**src/rtl/cpu_sequencer_if.sv**
```systemverilog
// Bus and handshake bundle between the instruction sequencer and its datapath.
//
// Handshake semantics:
//   Input port : the device raises in_valid and holds it with its byte until it
//                sees in_ack. in_ack is high only in the cycle the byte is moved
//                onto the bus. Together with bus_en, it is the transfer strobe.
//   Output port: the sequencer raises out_valid and holds it steady until
//                out_ready is seen. The transfer (bus_en) happens in the cycle
//                where out_valid && out_ready, and out_valid drops afterwards.
interface cpu_sequencer_if;
  logic [7:0] instr;
  logic [7:0] jmp_target;
  logic       cond_true;
  logic       in_valid;
  logic       out_ready;
  logic [7:0] pc;
  logic [7:0] ir;
  logic [2:0] src_sel;
  logic [2:0] dst_sel;
  logic       bus_en;
  logic       imm_en;
  logic       alu_en;
  logic       in_ack;
  logic       out_valid;
  logic       busy;
  logic       fault;

  modport master (
    input  instr, jmp_target, cond_true, in_valid, out_ready,
    output pc, ir, src_sel, dst_sel, bus_en, imm_en, alu_en,
           in_ack, out_valid, busy, fault
  );

  modport slave (
    output instr, jmp_target, cond_true, in_valid, out_ready,
    input  pc, ir, src_sel, dst_sel, bus_en, imm_en, alu_en,
           in_ack, out_valid, busy, fault
  );
endinterface

```
**src/rtl/cpu_sequencer.sv**
```systemverilog
// Instruction sequencer for a small 8-bit CPU.
// The sequencer fetches one byte per instruction, decodes it, and issues
// one-cycle strobes to the datapath. It also runs the byte-wide I/O handshakes.
// The EXEC strobes are decoded from instr during FETCH, so they come out of
// flops. The I/O transfer strobes are combinational with the device's valid or
// ready, so the bus transfer lands in the same cycle as the handshake.
module cpu_sequencer (
  input  logic            clk,
  input  logic            rst,
  input  logic            run,
  input  logic            step,
  cpu_sequencer_if.master sbus,
  output logic [2:0]      state_dbg
);

  typedef enum logic [2:0] {
    S_IDLE     = 3'd0,
    S_FETCH    = 3'd1,
    S_EXEC     = 3'd2,
    S_WAIT_IN  = 3'd3,
    S_WAIT_OUT = 3'd4,
    S_FAULT    = 3'd5
  } state_t;

  localparam logic [2:0] SEL_IO  = 3'd6;
  localparam logic [2:0] SEL_BAD = 3'd7;

  state_t     state;
  logic [7:0] pc_q;
  logic [7:0] ir_q;
  logic [2:0] src_q;
  logic [2:0] dst_q;
  logic       bus_q;
  logic       imm_q;
  logic       alu_q;
  logic       out_valid_q;
  logic       busy_q;
  logic       fault_q;

  logic [1:0] op;
  logic [2:0] ir_src;
  logic [2:0] ir_dst;
  logic [7:0] pc_inc;
  state_t     done_state;
  logic       fetch_plain_copy;
  logic       in_xfer;
  logic       out_xfer;

  assign op      = ir_q[7:6];
  assign ir_src  = ir_q[5:3];
  assign ir_dst  = ir_q[2:0];
  // pc wraps naturally at 8 bits
  assign pc_inc  = pc_q + 8'd1;
  // where an instruction goes when it completes: keep running or park
  assign done_state = run ? S_FETCH : S_IDLE;

  // register-to-register copy: both fields name r0-r5
  assign fetch_plain_copy = (sbus.instr[7:6] == 2'b10) &&
                            (sbus.instr[5:3] < SEL_IO) &&
                            (sbus.instr[2:0] < SEL_IO);

  assign in_xfer  = (state == S_WAIT_IN) && sbus.in_valid;
  assign out_xfer = out_valid_q && sbus.out_ready;

  // Sequencer FSM: state, program counter, latched instruction and registered strobes
  always_ff @(posedge clk or negedge rst) begin
    if (!rst) begin
      state       <= S_IDLE;
      pc_q        <= 8'h00;
      ir_q        <= 8'h00;
      src_q       <= 3'd0;
      dst_q       <= 3'd0;
      bus_q       <= 1'b0;
      imm_q       <= 1'b0;
      alu_q       <= 1'b0;
      out_valid_q <= 1'b0;
      busy_q      <= 1'b0;
      fault_q     <= 1'b0;
    end else begin
      // EXEC strobes last exactly one cycle
      bus_q <= 1'b0;
      imm_q <= 1'b0;
      alu_q <= 1'b0;
      case (state)
        S_IDLE: begin
          if (run || step) begin
            state  <= S_FETCH;
            busy_q <= 1'b1;
          end
        end
        S_FETCH: begin
          ir_q  <= sbus.instr;
          src_q <= sbus.instr[5:3];
          dst_q <= sbus.instr[2:0];
          imm_q <= (sbus.instr[7:6] == 2'b00);
          alu_q <= (sbus.instr[7:6] == 2'b01);
          bus_q <= fetch_plain_copy;
          state <= S_EXEC;
        end
        S_EXEC: begin
          case (op)
            2'b10: begin
              if (ir_src == SEL_BAD || ir_dst == SEL_BAD) begin
                state   <= S_FAULT;
                busy_q  <= 1'b0;
                fault_q <= 1'b1;
              end else if (ir_src == SEL_IO) begin
                state <= S_WAIT_IN;
              end else if (ir_dst == SEL_IO) begin
                state       <= S_WAIT_OUT;
                out_valid_q <= 1'b1;
              end else begin
                pc_q   <= pc_inc;
                state  <= done_state;
                busy_q <= run;
              end
            end
            2'b11: begin
              pc_q   <= sbus.cond_true ? sbus.jmp_target : pc_inc;
              state  <= done_state;
              busy_q <= run;
            end
            default: begin
              pc_q   <= pc_inc;
              state  <= done_state;
              busy_q <= run;
            end
          endcase
        end
        S_WAIT_IN: begin
          if (sbus.in_valid) begin
            if (ir_dst == SEL_IO) begin
              // port-to-port copy: the output phase follows, pc waits for it
              state       <= S_WAIT_OUT;
              out_valid_q <= 1'b1;
            end else begin
              pc_q   <= pc_inc;
              state  <= done_state;
              busy_q <= run;
            end
          end
        end
        S_WAIT_OUT: begin
          if (sbus.out_ready) begin
            out_valid_q <= 1'b0;
            pc_q        <= pc_inc;
            state       <= done_state;
            busy_q      <= run;
          end
        end
        S_FAULT: begin
          // only reset leaves FAULT
        end
        default: begin
          state  <= S_IDLE;
          busy_q <= 1'b0;
        end
      endcase
    end
  end

  assign sbus.pc        = pc_q;
  assign sbus.ir        = ir_q;
  assign sbus.src_sel   = src_q;
  assign sbus.dst_sel   = dst_q;
  assign sbus.imm_en    = imm_q;
  assign sbus.alu_en    = alu_q;
  assign sbus.bus_en    = bus_q | in_xfer | out_xfer;
  assign sbus.in_ack    = in_xfer;
  assign sbus.out_valid = out_valid_q;
  assign sbus.busy      = busy_q;
  assign sbus.fault     = fault_q;
  assign state_dbg      = state;

endmodule

```
**src/flat_wrapper.sv**
```systemverilog
// flat-port wrapper written by rule: the top's interface ports become plain ports
module cpu_sequencer_flat 
  (clk, rst, run, step, state_dbg, sbus_instr, sbus_jmp_target, sbus_cond_true, sbus_in_valid, sbus_out_ready, sbus_pc, sbus_ir, sbus_src_sel, sbus_dst_sel, sbus_bus_en, sbus_imm_en, sbus_alu_en, sbus_in_ack, sbus_out_valid, sbus_busy, sbus_fault);
  cpu_sequencer_if sbus_i ();
  input  logic clk;
  input  logic rst;
  input  logic run;
  input  logic step;
  output logic [2:0] state_dbg;
  input wire logic [$bits(sbus_i.instr)-1:0] sbus_instr;
  input wire logic [$bits(sbus_i.jmp_target)-1:0] sbus_jmp_target;
  input wire logic [$bits(sbus_i.cond_true)-1:0] sbus_cond_true;
  input wire logic [$bits(sbus_i.in_valid)-1:0] sbus_in_valid;
  input wire logic [$bits(sbus_i.out_ready)-1:0] sbus_out_ready;
  output wire logic [$bits(sbus_i.pc)-1:0] sbus_pc;
  output wire logic [$bits(sbus_i.ir)-1:0] sbus_ir;
  output wire logic [$bits(sbus_i.src_sel)-1:0] sbus_src_sel;
  output wire logic [$bits(sbus_i.dst_sel)-1:0] sbus_dst_sel;
  output wire logic [$bits(sbus_i.bus_en)-1:0] sbus_bus_en;
  output wire logic [$bits(sbus_i.imm_en)-1:0] sbus_imm_en;
  output wire logic [$bits(sbus_i.alu_en)-1:0] sbus_alu_en;
  output wire logic [$bits(sbus_i.in_ack)-1:0] sbus_in_ack;
  output wire logic [$bits(sbus_i.out_valid)-1:0] sbus_out_valid;
  output wire logic [$bits(sbus_i.busy)-1:0] sbus_busy;
  output wire logic [$bits(sbus_i.fault)-1:0] sbus_fault;
  assign sbus_i.instr = sbus_instr;
  assign sbus_i.jmp_target = sbus_jmp_target;
  assign sbus_i.cond_true = sbus_cond_true;
  assign sbus_i.in_valid = sbus_in_valid;
  assign sbus_i.out_ready = sbus_out_ready;
  assign sbus_pc = sbus_i.pc;
  assign sbus_ir = sbus_i.ir;
  assign sbus_src_sel = sbus_i.src_sel;
  assign sbus_dst_sel = sbus_i.dst_sel;
  assign sbus_bus_en = sbus_i.bus_en;
  assign sbus_imm_en = sbus_i.imm_en;
  assign sbus_alu_en = sbus_i.alu_en;
  assign sbus_in_ack = sbus_i.in_ack;
  assign sbus_out_valid = sbus_i.out_valid;
  assign sbus_busy = sbus_i.busy;
  assign sbus_fault = sbus_i.fault;
  cpu_sequencer u_core (.clk(clk), .rst(rst), .run(run), .step(step), .sbus(sbus_i), .state_dbg(state_dbg));
endmodule
```
**config.mk**
```make
export PLATFORM = sky130hd
export DESIGN_NAME = cpu_sequencer_flat
export DESIGN_NICKNAME = d
export VERILOG_FILES = /design/src/rtl/cpu_sequencer_if.sv /design/src/rtl/cpu_sequencer.sv /design/src/flat_wrapper.sv
export SDC_FILE = /design/constraint.sdc
export NUM_CORES = 1
export LEC_CHECK = 0
export CAP_MARGIN = 20
export CORE_ASPECT_RATIO = 1.2
export CORE_MARGIN = 8
export CORE_UTILIZATION = 40
export DETAILED_ROUTE_END_ITERATION = 6
export HOLD_SLACK_MARGIN = 0.08
export PLACE_DENSITY = 0.69
export SLEW_MARGIN = 25
export SYNTH_ARGS = -nofsm -noshare
export SYNTH_HDL_FRONTEND = slang
export SYNTH_SLANG_ARGS = --single-unit
```
**constraint.sdc**
```tcl
create_clock -name clk -period 3.45 [get_ports clk]
set_input_delay 0.5175 -clock clk [delete_from_list [all_inputs] [get_ports clk]]
set_output_delay 0.5175 -clock clk [all_outputs]
set_load 0.02 [all_outputs]
```
==> flow_metrics.tcl <==
set metrics [dict create \
    io_buffer_count 54 \
    synth_simple_gate_area_share_pct 22.7 \
    clockRootBuffer "clkbuf_8" \
    synth-compound-area-share_pct 26.6 \
    syn_inst 225 \
    end_kind "output pin" \
    synth_area_leaders "dfrtp_1 (32%), mux2_2 (4.6%), a21oi_1 (4.4%)" \
    critical_path_class "register to output pin" \
    synth_common_cells "dfrtp_1 (25), a21oi_1 (17), nand2_1 (16), nor2_1 (14), o21ai_0 (11)" \
    dieWidth_um 79.8 \
    drt_iter0_drc 201 \
    fillCellCount 472 \
    post_cts_buffers 0 \
    worstPathArrival_ps 2110 \
    num_rows 28 \
    drtPass1Iterations 4 \
    grt_pass1_vias 1894 \
    r2r_start "u_core.sbus.dst_sel[0]$_DFFE_PN0P_" \
    place_congestion 0.912 \
    ys_seq_elements 25 \
    synth.most_common_cell "dfrtp_1" \
    rr_worst_depth 5 \
    critPathTopFamily "flip-flops" \
    drc 0 \
    place_ws_ps 909 \
    clockBufferDepth 2 \
    worstHoldStart "u_core.sbus.fault$_DFFE_PN0N_" \
    initial_core_util_pct 40.4 \
    worstHoldPathType "register to register" \
    hold-path-endpoint "u_core.sbus.fault$_DFFE_PN0N_" \
    grt_overflow_total 0 \
    cts.sinks 25 \
    cts-htree-levels 1 \
    synthArstFlopShare_pct 100 \
    reg2reg_slack_ps 1360 \
    yosysWarnings 0 \
    grt_pass1_wl_um 9250 \
    path_max_fanout 14 \
    synth_fa_ha_area_share_pct 0.641 \
    relSlewSlack_pct 59.6 \
    fin_area_um2 2470 \
    fmax_mhz 381 \
    placedInstanceArea_um2 2420 \
    wl_per_cell_um 17.3 \
    finalCritPeriodShare_pct 76.1 \
    synth_cell_types 59 \
    synth_area_um2 1950 \
    synth_nets 249 \
    grt_antenna_before_repair 0 \
    internal_power_w 0.00132 \
    hpwl_um 4060 \
    hold_viol 0 \
    ir_worst_vdd_uv 542 \
    start_kind "register" \
    yosysSeqAreaShare_pct 32.0 \
    coreArea_um2 4830 \
    critPathLaunch "u_core.state_dbg[2]$_DFFE_PN0P_" \
    power_density_nw_per_um2 1050 \
    diodes 0 \
    cpMaxStageDelayCell "dfrtp_1" \
    grt.total_usage_pct 15.4 \
    skew_ps 4.13 \
    viasPerCell 5.76 \
    synth_edf_count 0 \
    synth_ff_type "dfrtp_1" \
    setup_slack_ps 823 \
    drv_slew 0 \
    syn_area_per_cell_um2 8.68 \
    drive_above_1_share_pct 8.81 \
    cpPeakStageDelay_ps 590 \
    worst_ep_required_time_ps 2930 \
    clk_latency_ps 270 \
    cts_tree "done" \
    muxShareOfSynthArea_pct 6.73 \
    ctsResizeCount 0 \
    synth_top_family_by_area "compound AO/OA/AOI/OAI gates" \
    switching_share_pct 49.2 \
    status "complete, no violations" \
    yosysTopAreaCell "dfrtp_1" \
    p_switching_w 0.00128 \
    grt_start_max_net_pins 26 \
    worstMarginPinSlew_ps 604 \
    area_growth_pct 26.6 \
    clkSlewWorstSetupHoldPaths_ps 100 \
    tns_ps 0 \
    r2r-end "u_core.sbus.pc[6]$_DFFE_PN0P_" \
    synth_top_area_share_pct 32.0 \
    seqPwrFrac_pct 27.4 \
    setup_viol 0 \
    synthXorXnorAreaFrac_pct 2.69 \
    finalPower_w 0.00260 \
    ant_nets 0 \
    die_area_um2 7380 \
    cts_buffers 3 \
    grt_setup_unrepaired "no" \
    min_period_ps 2630 \
    cts_hold_buf 0 \
    cap_violations 0 \
    fin_nets 286 \
    p_leak_nw 0.971 \
    io-pin-count 55 \
    die_h_um 92.5 \
    critPathBufInv 1 \
    clock_power_share_pct 7.2 \
    drt-total-wl_um 5550 \
    vias 1850 \
    crit_chain "and3b_4, and2_1, a211o_1, clkdlybuf4s50_1" \
    combPwrFrac_pct 65.3 \
    hold_depth 1 \
]
## metal layers
metal / vias to the layer above / share of wire (%) / track usage [%]
li1: 905 / - / -
met1: 874 / 42 / 18.6
met2: 63 / 48 / 26.2
met3: 8 / 8.0 / 4.46
met4: 0 / 1.4 / 3.19
met5: - / 0 / 0
## power by group through the flow
| stage | Clock [W] | Combinational, W | Sequential, W |
|---|---|---|---|
| final | 0.000188 | 0.00170 | 0.000713 |
| after global routing | 0.000203 | 0.00185 | 0.000751 |
| after CTS | 0.000194 | 0.00171 | 0.000709 |
| after detailed placement | 0 | 0.00170 | 0.000713 |
| after global placement | 0 | 0.00169 | 0.000705 |
| after floorplan | 0 | 0.00118 | 0.000735 |
## metrics by stage
stage                     hold WS [ps]  instances  utilization (%)
after floorplan                    222        225                -
after global placement             455        317             50.1
after detailed placement           447        317             50.1
after CTS                          475        321             51.1
after global routing               523        321             51.1
final                              467        321             51.1
## how the worst max path moves through the flow
stage                     slack [ps]     endpoint  cells past startpoint
after floorplan                 1440  sbus_bus_en                      4
after global placement           930  sbus_bus_en                      4
after detailed placement         910  sbus_bus_en                      4
after CTS                        800  sbus_bus_en                      4
after global routing             730  sbus_bus_en                      4
final                            820  sbus_bus_en                      4
## cell families (layout without fill, tap and decap cells)
logic type | count (synthesis) | in the layout
and+or+nand+nor | 78 | 78
xor gates and xnor gates | 6 | 6
AOI/OAI and AO/OA | 76 | 76
muxes | 12 | 12
adders and majority gates | 1 | 1
buffers and inverters | 27 | 63
DFF | 25 | 25
## final cells by class
class	count	area (um^2)	share of cell area, %
inverter	4	15.0	0.607
clock inverter	1	7.51	0.304
tap	60	75.1	3.04
multi-input combinational	173	1160	46.9
clock buffer	3	41.3	1.67
timing repair buffer	55	548	22.2
sequential	25	626	25.3
## cell usage in the layout, fill, tap and decap left out, types with 5 or more instances in the layout
| cell type | Yosys | final |
|---|---|---|
| clkdlybuf4s50_1 | 0 | 54 |
| dfrtp_1 | 25 | 25 |
| a21oi_1 | 17 | 17 |
| nand2_1 | 16 | 16 |
| nor2_1 | 14 | 14 |
| o21ai_0 | 11 | 11 |
| nand3_1 | 10 | 10 |
| mux2_2 | 8 | 8 |
| a31oi_1 | 7 | 7 |
| nor3_1 | 6 | 6 |
| xnor2_1 | 5 | 5 |
| o21ai_1 | 5 | 5 |
## state kept, by name (all words and copies together) (netlist names), 2 cells and up
register and flops:
u_core.state_dbg 3, u_core.sbus.src_sel 2, u_core.sbus.pc 8, u_core.sbus.dst_sel 2, u_core.sbus.ir 4
Power figures use the tool's default switching activity.
